$ cat src/rtl/frame_scheduler.sv
// frame_scheduler: paces frames from a free-running tick counter and runs the
// clear, walls and crosshair engines in that order through their start/done
// handshakes. It also owns the single VGA adapter write port and forwards the
// pixel stream of whichever engine is currently selected.
//
// state      | meaning
// -----------+------------------------------------------------------------
// IDLE       | disabled; frame counter held at 0
// WAIT_TICK  | frame finished early; waiting for the next frame tick
// START_CK   | one-cycle start pulse to engine K (0 clear, 1 walls, 2 crosshair)
// RUN_CK     | engine K running; waiting for cK_done
// FRAME_END  | frame_done pulse; pick next frame, wait for a tick, or go idle
module frame_scheduler #(
    parameter int unsigned FRAME_TICKS = 833333,
    parameter int unsigned CNT_W       = 20
) (
    input  logic        clock,
    input  logic        reset,
    input  logic        enable,
    output logic        c0_start,
    output logic        c1_start,
    output logic        c2_start,
    input  logic        c0_done,
    input  logic        c1_done,
    input  logic        c2_done,
    input  logic [7:0]  c0_x,
    input  logic [6:0]  c0_y,
    input  logic [17:0] c0_colour,
    input  logic        c0_write,
    input  logic [7:0]  c1_x,
    input  logic [6:0]  c1_y,
    input  logic [17:0] c1_colour,
    input  logic        c1_write,
    input  logic [7:0]  c2_x,
    input  logic [6:0]  c2_y,
    input  logic [17:0] c2_colour,
    input  logic        c2_write,
    output logic [7:0]  vga_x,
    output logic [6:0]  vga_y,
    output logic [17:0] vga_colour,
    output logic        vga_write,
    output logic        busy,
    output logic        frame_done,
    output logic        overrun
);

    typedef enum logic [3:0] {
        S_IDLE,
        S_WAIT_TICK,
        S_START_C0,
        S_RUN_C0,
        S_START_C1,
        S_RUN_C1,
        S_START_C2,
        S_RUN_C2,
        S_FRAME_END
    } state_t;

    localparam logic [CNT_W-1:0] TICK_LAST = CNT_W'(FRAME_TICKS - 1);

    state_t             state_q, state_d;
    logic [CNT_W-1:0]   cnt_q, cnt_d;
    logic               pending_q, pending_d;
    logic               overrun_q, overrun_d;
    logic [2:0]         start_q;
    logic               busy_q;
    logic               frame_done_q;
    logic [7:0]         vga_x_q;
    logic [6:0]         vga_y_q;
    logic [17:0]        vga_colour_q;
    logic               vga_write_q;

    logic               tick;
    logic               mux_valid;
    logic [7:0]         mux_x;
    logic [6:0]         mux_y;
    logic [17:0]        mux_colour;
    logic               mux_write;

    function automatic logic is_busy(input state_t s);
        return !(s == S_IDLE || s == S_WAIT_TICK);
    endfunction

    assign tick = (cnt_q == TICK_LAST);

    // Next state, frame counter and tick/pending/overrun bookkeeping.
    always_comb begin
        state_d   = state_q;
        cnt_d     = (state_q == S_IDLE || tick) ? '0 : cnt_q + CNT_W'(1);
        pending_d = pending_q;
        overrun_d = overrun_q;
        // A tick landing mid-frame queues one frame; a second one is an overrun.
        if (tick && is_busy(state_q)) begin
            pending_d = 1'b1;
            if (pending_q) begin
                overrun_d = 1'b1;
            end
        end
        case (state_q)
            S_IDLE: begin
                pending_d = 1'b0;
                if (enable) begin
                    state_d = S_START_C0;
                end
            end
            S_WAIT_TICK: begin
                if (!enable) begin
                    state_d = S_IDLE;
                end else if (tick || pending_q) begin
                    state_d   = S_START_C0;
                    pending_d = 1'b0;
                end
            end
            S_START_C0: state_d = S_RUN_C0;
            S_RUN_C0:   if (c0_done) state_d = S_START_C1;
            S_START_C1: state_d = S_RUN_C1;
            S_RUN_C1:   if (c1_done) state_d = S_START_C2;
            S_START_C2: state_d = S_RUN_C2;
            S_RUN_C2:   if (c2_done) state_d = S_FRAME_END;
            S_FRAME_END: begin
                // pending_d already includes a tick arriving in this cycle,
                // so a coinciding tick starts the next frame with no wait.
                if (!enable) begin
                    state_d = S_IDLE;
                end else if (pending_d) begin
                    state_d = S_START_C0;
                end else begin
                    state_d = S_WAIT_TICK;
                end
                pending_d = 1'b0;
            end
            default: state_d = S_IDLE;
        endcase
    end

    // Pixel select: the engine being started or run owns the VGA port.
    always_comb begin
        mux_valid  = 1'b1;
        mux_x      = c0_x;
        mux_y      = c0_y;
        mux_colour = c0_colour;
        mux_write  = c0_write;
        case (state_q)
            S_START_C0, S_RUN_C0: begin
                mux_x      = c0_x;
                mux_y      = c0_y;
                mux_colour = c0_colour;
                mux_write  = c0_write;
            end
            S_START_C1, S_RUN_C1: begin
                mux_x      = c1_x;
                mux_y      = c1_y;
                mux_colour = c1_colour;
                mux_write  = c1_write;
            end
            S_START_C2, S_RUN_C2: begin
                mux_x      = c2_x;
                mux_y      = c2_y;
                mux_colour = c2_colour;
                mux_write  = c2_write;
            end
            default: mux_valid = 1'b0;
        endcase
    end

    // State and registered outputs; outputs are decoded from the next state
    // so they line up with the state they describe.
    always_ff @(posedge clock or negedge reset) begin
        if (!reset) begin
            state_q      <= S_IDLE;
            cnt_q        <= '0;
            pending_q    <= 1'b0;
            overrun_q    <= 1'b0;
            start_q      <= '0;
            busy_q       <= 1'b0;
            frame_done_q <= 1'b0;
            vga_x_q      <= '0;
            vga_y_q      <= '0;
            vga_colour_q <= '0;
            vga_write_q  <= 1'b0;
        end else begin
            state_q      <= state_d;
            cnt_q        <= cnt_d;
            pending_q    <= pending_d;
            overrun_q    <= overrun_d;
            start_q      <= {state_d == S_START_C2, state_d == S_START_C1, state_d == S_START_C0};
            busy_q       <= is_busy(state_d);
            frame_done_q <= (state_d == S_FRAME_END);
            vga_write_q  <= mux_valid & mux_write;
            if (mux_valid) begin
                vga_x_q      <= mux_x;
                vga_y_q      <= mux_y;
                vga_colour_q <= mux_colour;
            end
        end
    end

    assign c0_start   = start_q[0];
    assign c1_start   = start_q[1];
    assign c2_start   = start_q[2];
    assign busy       = busy_q;
    assign frame_done = frame_done_q;
    assign overrun    = overrun_q;
    assign vga_x      = vga_x_q;
    assign vga_y      = vga_y_q;
    assign vga_colour = vga_colour_q;
    assign vga_write  = vga_write_q;

endmodule

$ cat config.mk
export PLATFORM = sky130hd
export DESIGN_NAME = frame_scheduler
export DESIGN_NICKNAME = d
export VERILOG_FILES = /design/src/rtl/frame_scheduler.sv
export SDC_FILE = /design/constraint.sdc
export NUM_CORES = 1
export LEC_CHECK = 0
export ABC_AREA = 1
export CAP_MARGIN = 15
export CORE_MARGIN = 3
export CORE_UTILIZATION = 43
export DETAILED_ROUTE_END_ITERATION = 12
export GPL_TIMING_DRIVEN = 1
export PLACE_DENSITY = 0.8
export SLEW_MARGIN = 20
export SYNTH_ARGS = -nofsm -noshare
export SYNTH_HDL_FRONTEND = slang
export SYNTH_SLANG_ARGS = --single-unit
$ cat constraint.sdc
create_clock -name clock -period 1.7 [get_ports clock]
set_input_delay 0.255 -clock clock [delete_from_list [all_inputs] [get_ports clock]]
set_output_delay 0.255 -clock clock [all_outputs]
set_load 0.01 [all_outputs]
==> impl_metrics.py <==
metrics = {
    "sta": {
        "report.final.slew_viol_count": 0,
        "finalHoldViolations": 0,
        "setup_viol": 0,
        "slew_headroom_pct": 63.8,
        "finalCritPeriodShare_pct": 92.0,
        "fin_setup_tns_ns": 0,
        "fmax_mhz": 639,
        "skew_ns": 0.00726,
        "finalCriticalPeriod_ns": 1.56,
        "tightest_slew_ns": 0.544,
    },
    "clocking": {
        "root_buffer": "clkbuf_8",
        "cts_sinks": 65,
        "htreeDepth": 3,
        "clkTransAtPathRegs_ns": 0.07,
        "clockBufferDepth": 2,
        "cts_tree": "yes",
        "clk-insertion-delay-late_ns": 0.34,
        "cts_buffers": 9,
    },
    "cells_and_area": {
        "seqCellArea_um2": 1630,
        "multi_input_area_um2": 1680,
        "final_layout_size_suffix_gt1_share_pct": 8.10,
        "finalInstanceArea_um2": 5440,
        "nets": 723,
        "area_growth_syn_to_layout_pct": 51.8,
        "fillers": 638,
        "diodes": 0,
    },
    "global_route": {
        "grtUsageTotal_pct": 22.8,
        "antenna_found_initial": 0,
        "grt_pass1_vias": 3571,
        "grt_pass1_wl_mm": 17.5,
        "gr-total-overflow": 0,
        "grt_max_degree": 68,
    },
    "floorplan": {
        "core_um2": 7890,
        "die_area_um2": 9470,
        "die_w_um": 97.3,
        "ioPinCount": 148,
        "start_util_pct": 45.4,
        "dieHeight_um": 97.3,
        "rows": 32,
    },
    "drt": {
        "via_per_inst": 5.05,
        "vias": 3628,
        "ant_nets": 0,
        "firstDrtPassIters": 5,
        "drt_first_iter_violations": 282,
        "wl_mm": 10.7,
        "detail_route.wl_per_cell_um": 14.9,
        "drc": 0,
    },
    "setup_path": {
        "rr_endpoint": "cnt_q[10]$_DFF_PN0_",
        "crit_top_cell": "nand2_2",
        "crit_fanout": 4,
        "reg2reg_depth": 8,
        "r2r_slack_ns": 0.14,
        "crit_chain": "ha_4, nand2_2, nor2_4, nand2_2, nor3_4, nand2_2, nand2_1, nor3b_2",
        "cp_top_family": "simple AND/OR/NAND/NOR gates",
        "path_buf_inv": 0,
        "cp-end-kind": "register",
        "worst_setup_path_start_kind": "register",
        "timing.rr.start": "cnt_q[0]$_DFF_PN0_",
        "crit_type": "reg2reg",
        "crit_required_ns": 1.96,
        "slowest_stage": "dfrtp_1",
        "worstPathArrival_ns": 1.82,
        "max_stage_delay_ns": 0.42,
    },
    "synthesis": {
        "synthFlopType": "dfrtp_1",
        "synth_cell_types": 35,
        "synth-async-reset-ratio_pct": 100,
        "ys_seq_area_share_pct": 45.4,
        "synth_area_per_cell_um2": 7.79,
        "synth_area_um2": 3580,
        "syn_inst": 460,
        "synth_nets": 570,
        "synth_edf_count": 0,
        "yosysWarningCount": 0,
        "ys_ff_latch": 65,
    },
    "placement": {
        "routabilityCongestion": 0.965,
        "dpl_cell_area_um2": 5210,
        "place_hpwl_mm": 8.17,
        "portBuffers": 147,
    },
    "worst_hold_path": {
        "hold_class": "in2async",
    },
    "run_status": {
        "status": "complete, no violations",
    },
    "pwr": {
        "ir_drop_uv": 809,
        "leakage_nw": 2.44,
        "powerDensity_nw_per_um2": 1420,
    },
    "run": {
        "drv_cap": 0,
    },
}
kinds of logic after synthesis:
family,Yosys count,synth area share [%]
AND/OR/NAND/NOR,239,29.3
XOR/XNOR,11,2.69
AO/OA/AOI/OAI,77,13.1
adder cells (fa/ha/maj),2,0.698
flip-flops,65,45.4
buffers and inverters,66,8.83
worst max-delay path by stage:
| stage | from | end | slack (ns) | cells past startpoint |
|---|---|---|---|---|
| 2_1_floorplan | cnt_q[0]$_DFF_PN0_ | cnt_q[10]$_DFF_PN0_ | 0.27 | 8 |
| 3_3_place_gp | cnt_q[0]$_DFF_PN0_ | cnt_q[10]$_DFF_PN0_ | 0.17 | 8 |
| 3_5_place_dp | cnt_q[0]$_DFF_PN0_ | cnt_q[10]$_DFF_PN0_ | 0.11 | 8 |
| 4_1_cts | cnt_q[0]$_DFF_PN0_ | cnt_q[10]$_DFF_PN0_ | 0.08 | 8 |
| 5_1_grt | cnt_q[2]$_DFF_PN0_ | cnt_q[13]$_DFF_PN0_ | -0.007 | 5 |
| 6_report | cnt_q[0]$_DFF_PN0_ | cnt_q[10]$_DFF_PN0_ | 0.14 | 8 |
per-layer routing:
| layer | vias to the layer above | track usage [%] | share of wire, % |
|---|---|---|---|
| met3 | 12 | 4.09 | 5.9 |
| met2 | 123 | 39.9 | 52 |
| met5 | - | 0 | 0 |
| met1 | 1681 | 28.0 | 41 |
| li1 | 1812 | - | - |
| met4 | 0 | 8.20 | 1.5 |
cell usage in the layout, fill, tap and decap left out, types with 3 or more instances in the layout:
master           synthesis  routed
a21oi_1                 20      20
a221oi_1                16      16
buf_12                   0       6
buf_4                    2       7
clkbuf_8                 0       9
clkdlybuf4s50_1          0     146
clkinv_2                 0       3
dfrtp_1                 65      64
inv_1                   44      44
inv_2                    3       3
nand2_1                109     106
nand2_2                  2       5
nand3_1                 34      33
nand3b_1                 3       3
nand4_1                  3       3
nor2_1                  63      61
nor2_4                   2       3
nor3_1                  15      15
o21ai_0                 18      18
o21ai_1                 17      17
xnor2_1                  5       5
xor2_1                   6       6
synth_stat cells, types with 3 or more instances:
master      n  area (µm²)
o21ai_1    17        85.1
nand3_1    34         170
nor3_1     15        75.1
xor2_1      6        52.6
dfrtp_1    65        1630
o21ai_0    18        90.1
buf_6       7        78.8
nor2_1     63         236
buf_2       7        35.0
nand4_1     3        18.8
xnor2_1     5        43.8
inv_2       3        11.3
a221oi_1   16         140
nand2_1   109         409
nand3b_1    3        22.5
inv_1      44         165
clkbuf_1    3        11.3
a21oi_1    20         100
registers in the layout, indices dropped and copies added (netlist names):
| signal | count |
|---|---|
| busy | 1 |
| cnt_q | 20 |
| frame_done | 1 |
| overrun | 1 |
| pending_q | 1 |
| start_q | 3 |
| state_q | 4 |
| vga_colour | 18 |
| vga_write | 1 |
| vga_x | 8 |
| vga_y | 7 |
final cells by class:
class | instances | area share, %
clock buffer | 11 | 2.41
clock inverter | 4 | 0.828
inverter | 47 | 3.24
multi-input combinational | 329 | 30.9
sequential | 65 | 29.9
tap | 102 | 2.35
timing repair buffer | 161 | 30.3
report_power, final:
group | internal [mW] | total (mW) | switching, mW
sequential | 2.09 | 2.46 | 0.375
combinational | 1.92 | 4.02 | 2.11
clock | 0.663 | 1.23 | 0.565
repair_timing:
item | 4_1_cts | 5_1_grt
buffers inserted | 0 | 1
setup endpoints to repair | 0 | 7
hold buffers | 1 | 0
gates resized for setup | 0 | 10
endpoints found under the hold margin | 19 | 0
stage by stage:
step	instances	worst slack [ns]	hold slack [ns]	util, %	total power, mW
global placement	702	0.168	0.270	66.1	6.37
global route	719	-0.00726	0.464	69.0	8.29
finish	719	0.136	0.435	69.0	7.71
floorplan	460	0.273	-0.0406	-	4.67
detailed placement	702	0.110	0.267	66.1	6.48
CTS	718	0.0767	0.442	68.4	7.73
No activity file was read; power rests on OpenSTA's default activity.
